`src/rtl/ddram_wr_buffer.sv`:
```
// DDR write buffer: byte-merging staging register, FIFO and registered output.
// Ports: upstream in_* write beat, clr_ovf/overflow/level status, DDRAM_* master.
module ddram_wr_buffer #(
  parameter int DEPTH_LOG2   = 4,
  parameter int FLUSH_CYCLES = 8
) (
  input  logic                  CLK_VIDEO,
  input  logic                  reset_n,
  input  logic [28:0]           in_addr,
  input  logic [63:0]           in_din,
  input  logic [7:0]            in_be,
  input  logic                  in_we,
  input  logic                  clr_ovf,
  output logic                  overflow,
  output logic [DEPTH_LOG2:0]   level,
  output logic                  DDRAM_CLK,
  input  logic                  DDRAM_BUSY,
  output logic [7:0]            DDRAM_BURSTCNT,
  output logic [28:0]           DDRAM_ADDR,
  output logic [63:0]           DDRAM_DIN,
  output logic [7:0]            DDRAM_BE,
  output logic                  DDRAM_WE,
  output logic                  DDRAM_RD
);

  localparam int DEPTH = 1 << DEPTH_LOG2;
  localparam logic [7:0] FLUSH_N = 8'(FLUSH_CYCLES);
  localparam logic [DEPTH_LOG2:0] FULL_N =
    (DEPTH_LOG2+1)'(DEPTH);
  localparam logic [DEPTH_LOG2:0] C_ONE =
    (DEPTH_LOG2+1)'(1);
  localparam logic [DEPTH_LOG2-1:0] P_ONE =
    DEPTH_LOG2'(1);

  typedef struct packed {
    logic [28:0] addr;
    logic [63:0] data;
    logic [7:0]  be;
  } beat_t;

  beat_t                 mem [DEPTH];
  beat_t                 stg_q, stg_d, mrg;
  beat_t                 out_q, out_d;
  logic                  stg_vld_q, stg_vld_d;
  logic                  out_vld_q, out_vld_d;
  logic                  ovf_q, ovf_d;
  logic [7:0]            idle_q, idle_d;
  logic [DEPTH_LOG2-1:0] wr_ptr_q, wr_ptr_d;
  logic [DEPTH_LOG2-1:0] rd_ptr_q, rd_ptr_d;
  logic [DEPTH_LOG2:0]   cnt_q, cnt_d;

  logic consume, out_free, pop;
  logic stg_full, merge, flush;
  logic push_req, room, push;

  always_comb begin
    consume  = out_vld_q & ~DDRAM_BUSY;
    out_free = ~out_vld_q | consume;
    pop      = (cnt_q != '0) & out_free;

    stg_full = stg_vld_q & (stg_q.be == 8'hFF);
    merge    = in_we & stg_vld_q & ~stg_full &
               (in_addr == stg_q.addr) &
               ((in_be & stg_q.be) == 8'h00);
    flush    = stg_vld_q & ~in_we &
               (idle_q >= FLUSH_N);
    push_req = stg_vld_q &
               (stg_full | (in_we & ~merge) | flush);
    // occupancy is judged after this cycle's pop
    room     = (cnt_q != FULL_N) | pop;
    push     = push_req & room;

    mrg      = stg_q;
    mrg.be   = stg_q.be | in_be;
    for (int i = 0; i < 8; i++) begin
      if (in_be[i]) begin
        mrg.data[8*i +: 8] = in_din[8*i +: 8];
      end
    end

    stg_d     = stg_q;
    stg_vld_d = stg_vld_q;
    unique case (1'b1)
      merge: begin
        stg_d = mrg;
      end
      (in_we & ~merge): begin
        stg_vld_d  = 1'b1;
        stg_d.addr = in_addr;
        stg_d.data = in_din;
        stg_d.be   = in_be;
      end
      (~in_we & push_req): begin
        stg_vld_d = 1'b0;
      end
      default: ;
    endcase

    if (in_we | ~stg_vld_q | push_req) begin
      idle_d = 8'd0;
    end else if (idle_q != 8'hFF) begin
      idle_d = idle_q + 8'd1;
    end else begin
      idle_d = idle_q;
    end

    wr_ptr_d = push ? wr_ptr_q + P_ONE : wr_ptr_q;
    rd_ptr_d = pop  ? rd_ptr_q + P_ONE : rd_ptr_q;

    unique case ({push, pop})
      2'b10:   cnt_d = cnt_q + C_ONE;
      2'b01:   cnt_d = cnt_q - C_ONE;
      default: cnt_d = cnt_q;
    endcase

    out_d     = out_q;
    out_vld_d = out_vld_q;
    if (out_free) begin
      out_vld_d = pop;
      if (pop) begin
        out_d = mem[rd_ptr_q];
      end
    end

    // a new drop wins over a same-cycle clear
    if (push_req & ~room) begin
      ovf_d = 1'b1;
    end else if (clr_ovf) begin
      ovf_d = 1'b0;
    end else begin
      ovf_d = ovf_q;
    end
  end

  always_ff @(posedge CLK_VIDEO or negedge reset_n) begin
    if (!reset_n) begin
      stg_q     <= '0;
      stg_vld_q <= 1'b0;
      out_q     <= '0;
      out_vld_q <= 1'b0;
      ovf_q     <= 1'b0;
      idle_q    <= 8'd0;
      wr_ptr_q  <= '0;
      rd_ptr_q  <= '0;
      cnt_q     <= '0;
    end else begin
      stg_q     <= stg_d;
      stg_vld_q <= stg_vld_d;
      out_q     <= out_d;
      out_vld_q <= out_vld_d;
      ovf_q     <= ovf_d;
      idle_q    <= idle_d;
      wr_ptr_q  <= wr_ptr_d;
      rd_ptr_q  <= rd_ptr_d;
      cnt_q     <= cnt_d;
    end
  end

  always_ff @(posedge CLK_VIDEO) begin
    if (push) begin
      mem[wr_ptr_q] <= stg_q;
    end
  end

  assign DDRAM_CLK      = CLK_VIDEO;
  assign DDRAM_BURSTCNT = 8'd1;
  assign DDRAM_RD       = 1'b0;
  assign DDRAM_WE       = out_vld_q;
  assign DDRAM_ADDR     = out_q.addr;
  assign DDRAM_DIN      = out_q.data;
  assign DDRAM_BE       = out_q.be;
  assign level          = cnt_q;
  assign overflow       = ovf_q;

endmodule
```
`config.mk`:
```
export PLATFORM = sky130hd
export DESIGN_NAME = ddram_wr_buffer
export DESIGN_NICKNAME = d
export VERILOG_FILES = /design/src/rtl/ddram_wr_buffer.sv
export SDC_FILE = /design/constraint.sdc
export NUM_CORES = 2
export LEC_CHECK = 0
export CORE_UTILIZATION = 35
export DETAILED_ROUTE_END_ITERATION = 7
export PLACE_DENSITY = 0.56
export SETUP_SLACK_MARGIN = 0.15
export SLEW_MARGIN = 20
export SYNTH_ARGS = -nofsm -noshare
export SYNTH_HDL_FRONTEND = slang
export SYNTH_SLANG_ARGS = --single-unit
```
`constraint.sdc`:
```
create_clock -name CLK_VIDEO -period 13.3 [get_ports CLK_VIDEO]
set_input_delay 3.325 -clock CLK_VIDEO [delete_from_list [all_inputs] [get_ports CLK_VIDEO]]
set_output_delay 3.325 -clock CLK_VIDEO [all_outputs]
set_load 0.01 [all_outputs]
```
==> Yosys cells after proc, flatten, opt, wreduce, memory -nomap -nowiden <==
Memory sizes are Yosys's and may differ from the RTL's. A register that Yosys moved wholly into a read port is not among the register bits.
Cells that the tools add are included.
{ "classes": {"addsub": 5, "order_cmp": 1, "eq_ne": 14, "muxes": 17, "n_bitwise": 29, "reduce_logical": 18} }
{ "op_table": {"columns": ["operator", "n"], "rows": [
  ["$pmux W101 S2", 1],
  ["$mux W8", 10],
  ["$eq A29 B29 Y1", 1],
  ["$reduce_and A2 Y1", 10],
  ["$ne A2 B2 Y1 const B", 8],
  ["$and A1 B1 Y1", 14],
  ["$pmux W5 S2", 1],
  ["$reduce_bool A2 Y1", 5],
  ["$add A4 B1 Y4 const B", 2],
  ["$add A8 B1 Y8 const B", 1],
  ["$and A8 B8 Y8", 1],
  ["$eq A8 B8 Y1 const B", 1],
  ["$ge A8 B4 Y1 const B", 1],
  ["$logic_not A8 Y1", 1],
  ["$ne A8 B8 Y1 const B", 1],
  ["$or A8 B8 Y8", 1],
  ["$not A1 Y1", 7],
  ["$or A1 B1 Y1", 6],
  ["$add A5 B1 Y5 const B", 1],
  ["$ne A5 B5 Y1 const B", 1],
  ["$reduce_bool A5 Y1", 1],
  ["$sub A5 B1 Y5 const B", 1],
  ["$mux W1", 4],
  ["$eq A2 B1 Y1 const B", 1],
  ["other kinds (3)", 3]
]} }
{ "totals": {"register_bits": 125, "ramBits": 1616, "in_bits": 106, "word_cells": 102, "mem_count": 1} }
{ "memory_table": {"columns": ["name", "words", "width", "read_ports", "rd_clocked_by_memory_dff", "write_ports", "line_no", "rtl"], "rows": [
  ["mem", 16, 101, 1, 1, 1, "41", "beat_t mem [DEPTH];"]
]} }

==> Logic depth before layout (Yosys ltp) <==
{ "logic_depth": {"depth_word": 14, "mapped_depth": 13, "depth_no_buf": 11} }

==> results by group <==
Run status
  • Status: finished, final reports clean

Worst setup path
  • Setup CP Type: clk2out
  • CP bufs+invs: 3
  • CP endpoint kind: output pin
  • CP arrival: 7370 ps
  • CP delay by family, top: buffers and inverters
  • R2R Setup Slk: 7560 ps
  • Crit-path max cell delay: 470 ps
  • Most common cell on crit path: clkbuf_16
  • CP max stage cell: clkdlybuf4s50_1
  • Worst-path maximum fanout: 3
  • CP startpoint kind: clock port
  • Critical path cell sequence: clkbuf_16 -> clkbuf_16 -> clkdlybuf4s50_1
  • CP required: 9970 ps

Final layout
  • Leading cell type in the layout, fill and taps excluded: edfxtp_1
  • Synthesis-to-finish area growth: 17.20%
  • Final nets: 3594
  • Commonest cells after routing, fill and taps aside: edfxtp_1 (1616), mux4_2 (475), nand2_1 (330)
  • Final Cell Area: 0.08193 mm^2
  • Share of cells above drive strength 1: 0.2608

Global routing
  • Initial antenna violation count: 8
  • Number of global-route vias before repair: 33764
  • GRT Util Overall: 0.1698
  • First-pass GRT wire length: 248200 um
  • Grt ovf: 0
  • Largest net degree at the start of global routing: 122

Drt
  • DR iter-0 viols: 2891
  • WL final: 170700 um
  • # DRC: 0
  • 1st-pass router iterations: 5
  • DR vias: 32140
  • Drt wl/cell: 27.16 um
  • Final ANT Viol Nets: 0
  • Vias per cell: 5.113

Clock tree
  • Hold buffers post-CTS: 0
  • Setup Fix Bufs, Post-CTS: 0
  • CTS tree: done
  • Clk pin slew, worst setup/hold paths: 60 ps
  • PostCTS Resize Cnt: 0
  • Latest clock arrival within the worst-skew pair: 930 ps

Pwr
  • Leakage Power: 26.76 nW
  • VDD IR max: 166.1 uV
  • Power density cells: 215.6 mW/mm^2

Floorplan
  • Die Span X: 448.9 um
  • I/O pin count: 224
  • Initial Utilization: 0.3533
  • Die H: 448.9 um
  • Core area: 0.1978 mm^2
  • Area of the die: 0.2015 mm^2
  • Core Rows: 163

Logic synthesis
  • Share of flip-flops with an asynchronous set or reset: 0.1227
  • Distinct cell type count after synthesis: 49
  • Flops & latches, synth: 1842
  • Ys flop type: edfxtp_1
  • Seq/Total Area, Yosys: 0.7751
  • Post-synth EDFFs: 1616
  • Mean Syn Cell Area: 22.12 um^2
  • Mapped Cells: 3160
  • Yosys Warn Count: 0
  • Cell area after synthesis: 0.06990 mm^2

Run
  • Max Cap Viol: 0

STA
  • Clk_skew: 36.74 ps
  • Final Hold Fails: 0
  • Max-slew violation count: 0
  • Least-Margin Pin Slew: 1169 ps
  • RSZ-0062 raised after global routing: no
  • Rel. slew slack: 0.2210
  • Setup_tns: 0 ps
  • Final setup violation count: 0

Worst hold path
  • Tightest Hold Check Type: reg2reg

Place
  • # port buffers: 214
  • RePlAce Congestion: 0.7660
  • Dpl hpwl: 98020 um
  • DP Area: 0.07536 mm^2
[final timing paths]
| kind | startpoint | to | cells after the start |
|---|---|---|---|
| setup / recovery | CLK_VIDEO | DDRAM_CLK | 3 |
| hold / removal | DDRAM_DIN[35] | DDRAM_DIN[35] | 2 |
| setup reg to reg | mrg[100] | mem[7][77] | 11 |
| hold reg to reg | DDRAM_DIN[35] | DDRAM_DIN[35] | 2 |
| max in group asynchronous | reset_n | rd_ptr_q[0] | 3 |
| min in group asynchronous | reset_n | DDRAM_DIN[30] | 1 |
[cells in the mapped netlist (3+ instances only)]
cell type / count / area [um^2]
nand2_1: 330 / 1239
o221ai_1: 30 / 262.8
nor3_1: 8 / 40.04
a21oi_1: 5 / 25.02
nand2b_1: 8 / 50.05
ha_1: 8 / 100.1
nand4_1: 21 / 131.4
xnor2_1: 35 / 306.5
mux2i_1: 41 / 410.4
buf_1: 33 / 123.9
edfxtp_1: 1616 / 48530
clkbuf_1: 93 / 349.1
dfrtp_1: 226 / 5655
o21ai_4: 8 / 130.1
mux2_2: 74 / 833.3
nand2_2: 3 / 18.77
inv_1: 13 / 48.80
or2b_1: 3 / 22.52
o21ai_0: 13 / 65.06
buf_4: 10 / 75.07
a22o_1: 7 / 61.31
buf_2: 24 / 120.1
mux4_2: 475 / 10700
nand3_1: 7 / 35.03
mux2_4: 16 / 240.2
nor2_1: 23 / 86.33
[worst register-to-register path, cell delays in order (launching register included)]
cell and delay [ps]:
dfrtp_1 640, xnor2_1 610, nand4_1 140, nor4_1 880
a41o_2 1060, a21bo_2 470, nor2b_1 100, buf_4 200
nand2_1 340, nor2_4 200, buf_16 230, buf_4 390
[final cells by class]
cell class	count	area [um^2]
Sequential cell	1842	54190
Antenna cell	3	7.507
Multi-Input combinational cell	1154	15160
Inverter	13	56.30
Timing Repair Buffer	274	2693
Tap cell	2640	3303
Clock buffer	257	5283
Clock inverter	103	1236
Fill cell	17231	115900
[where the power goes]
group	total [W]	switching, W	internal (W)
Sequential	0.00758	0.000453	0.00712
Combinational	0.00458	0.00242	0.00216
Clock	0.00550	0.00224	0.00326
[layer usage]
layer | track usage | routed length, um
met5 | 0 | 22
met4 | 0.05103 | 4208
met3 | 0.02770 | 7739
met2 | 0.2800 | 85320
met1 | 0.2313 | 73450
[flip-flops by register name (all words and copies together) (netlist names)]
| register | count |
|---|---|
| mem | 1616 |
| stg_q | 72 |
| DDRAM_DIN | 64 |
| DDRAM_ADDR | 29 |
| mrg | 29 |
| DDRAM_BE | 8 |
| idle_q | 8 |
| level | 5 |
| rd_ptr_q | 4 |
| wr_ptr_q | 4 |
| DDRAM_WE | 1 |
| overflow | 1 |
| stg_vld_q | 1 |
[metrics by stage]
stage	utilization	setup slack [ps]	total power, W	instances	hold WS [ps]
final	0.4141	2608	0.01766	6286	470.6
after global routing	0.4141	2595	0.01844	6285	492.6
after CTS	0.4138	2599	0.01797	6281	476.5
after detailed placement	0.3809	2876	0.01245	5922	462.1
after global placement	0.3809	2876	0.01241	5922	460.7
after floorplan	-	999.8	0.01060	3171	469.8
[cell families (layout without fill, tap and decap cells)]
| group | Yosys count | count (layout) | synth area share |
|---|---|---|---|
| flops | 1842 | 1842 | 0.7751 |
| mux | 608 | 608 | 0.1746 |
| simple gates | 415 | 415 | 0.02447 |
| buf+inv | 175 | 647 | 0.01058 |
| compound gates | 73 | 73 | 0.008914 |
| xor+xnor | 36 | 36 | 0.004511 |
| fa+ha+maj | 9 | 9 | 0.001718 |
| other cells | 2 | 16 | 0.0001074 |
Note: power is estimated with default switching activity, not from simulation.
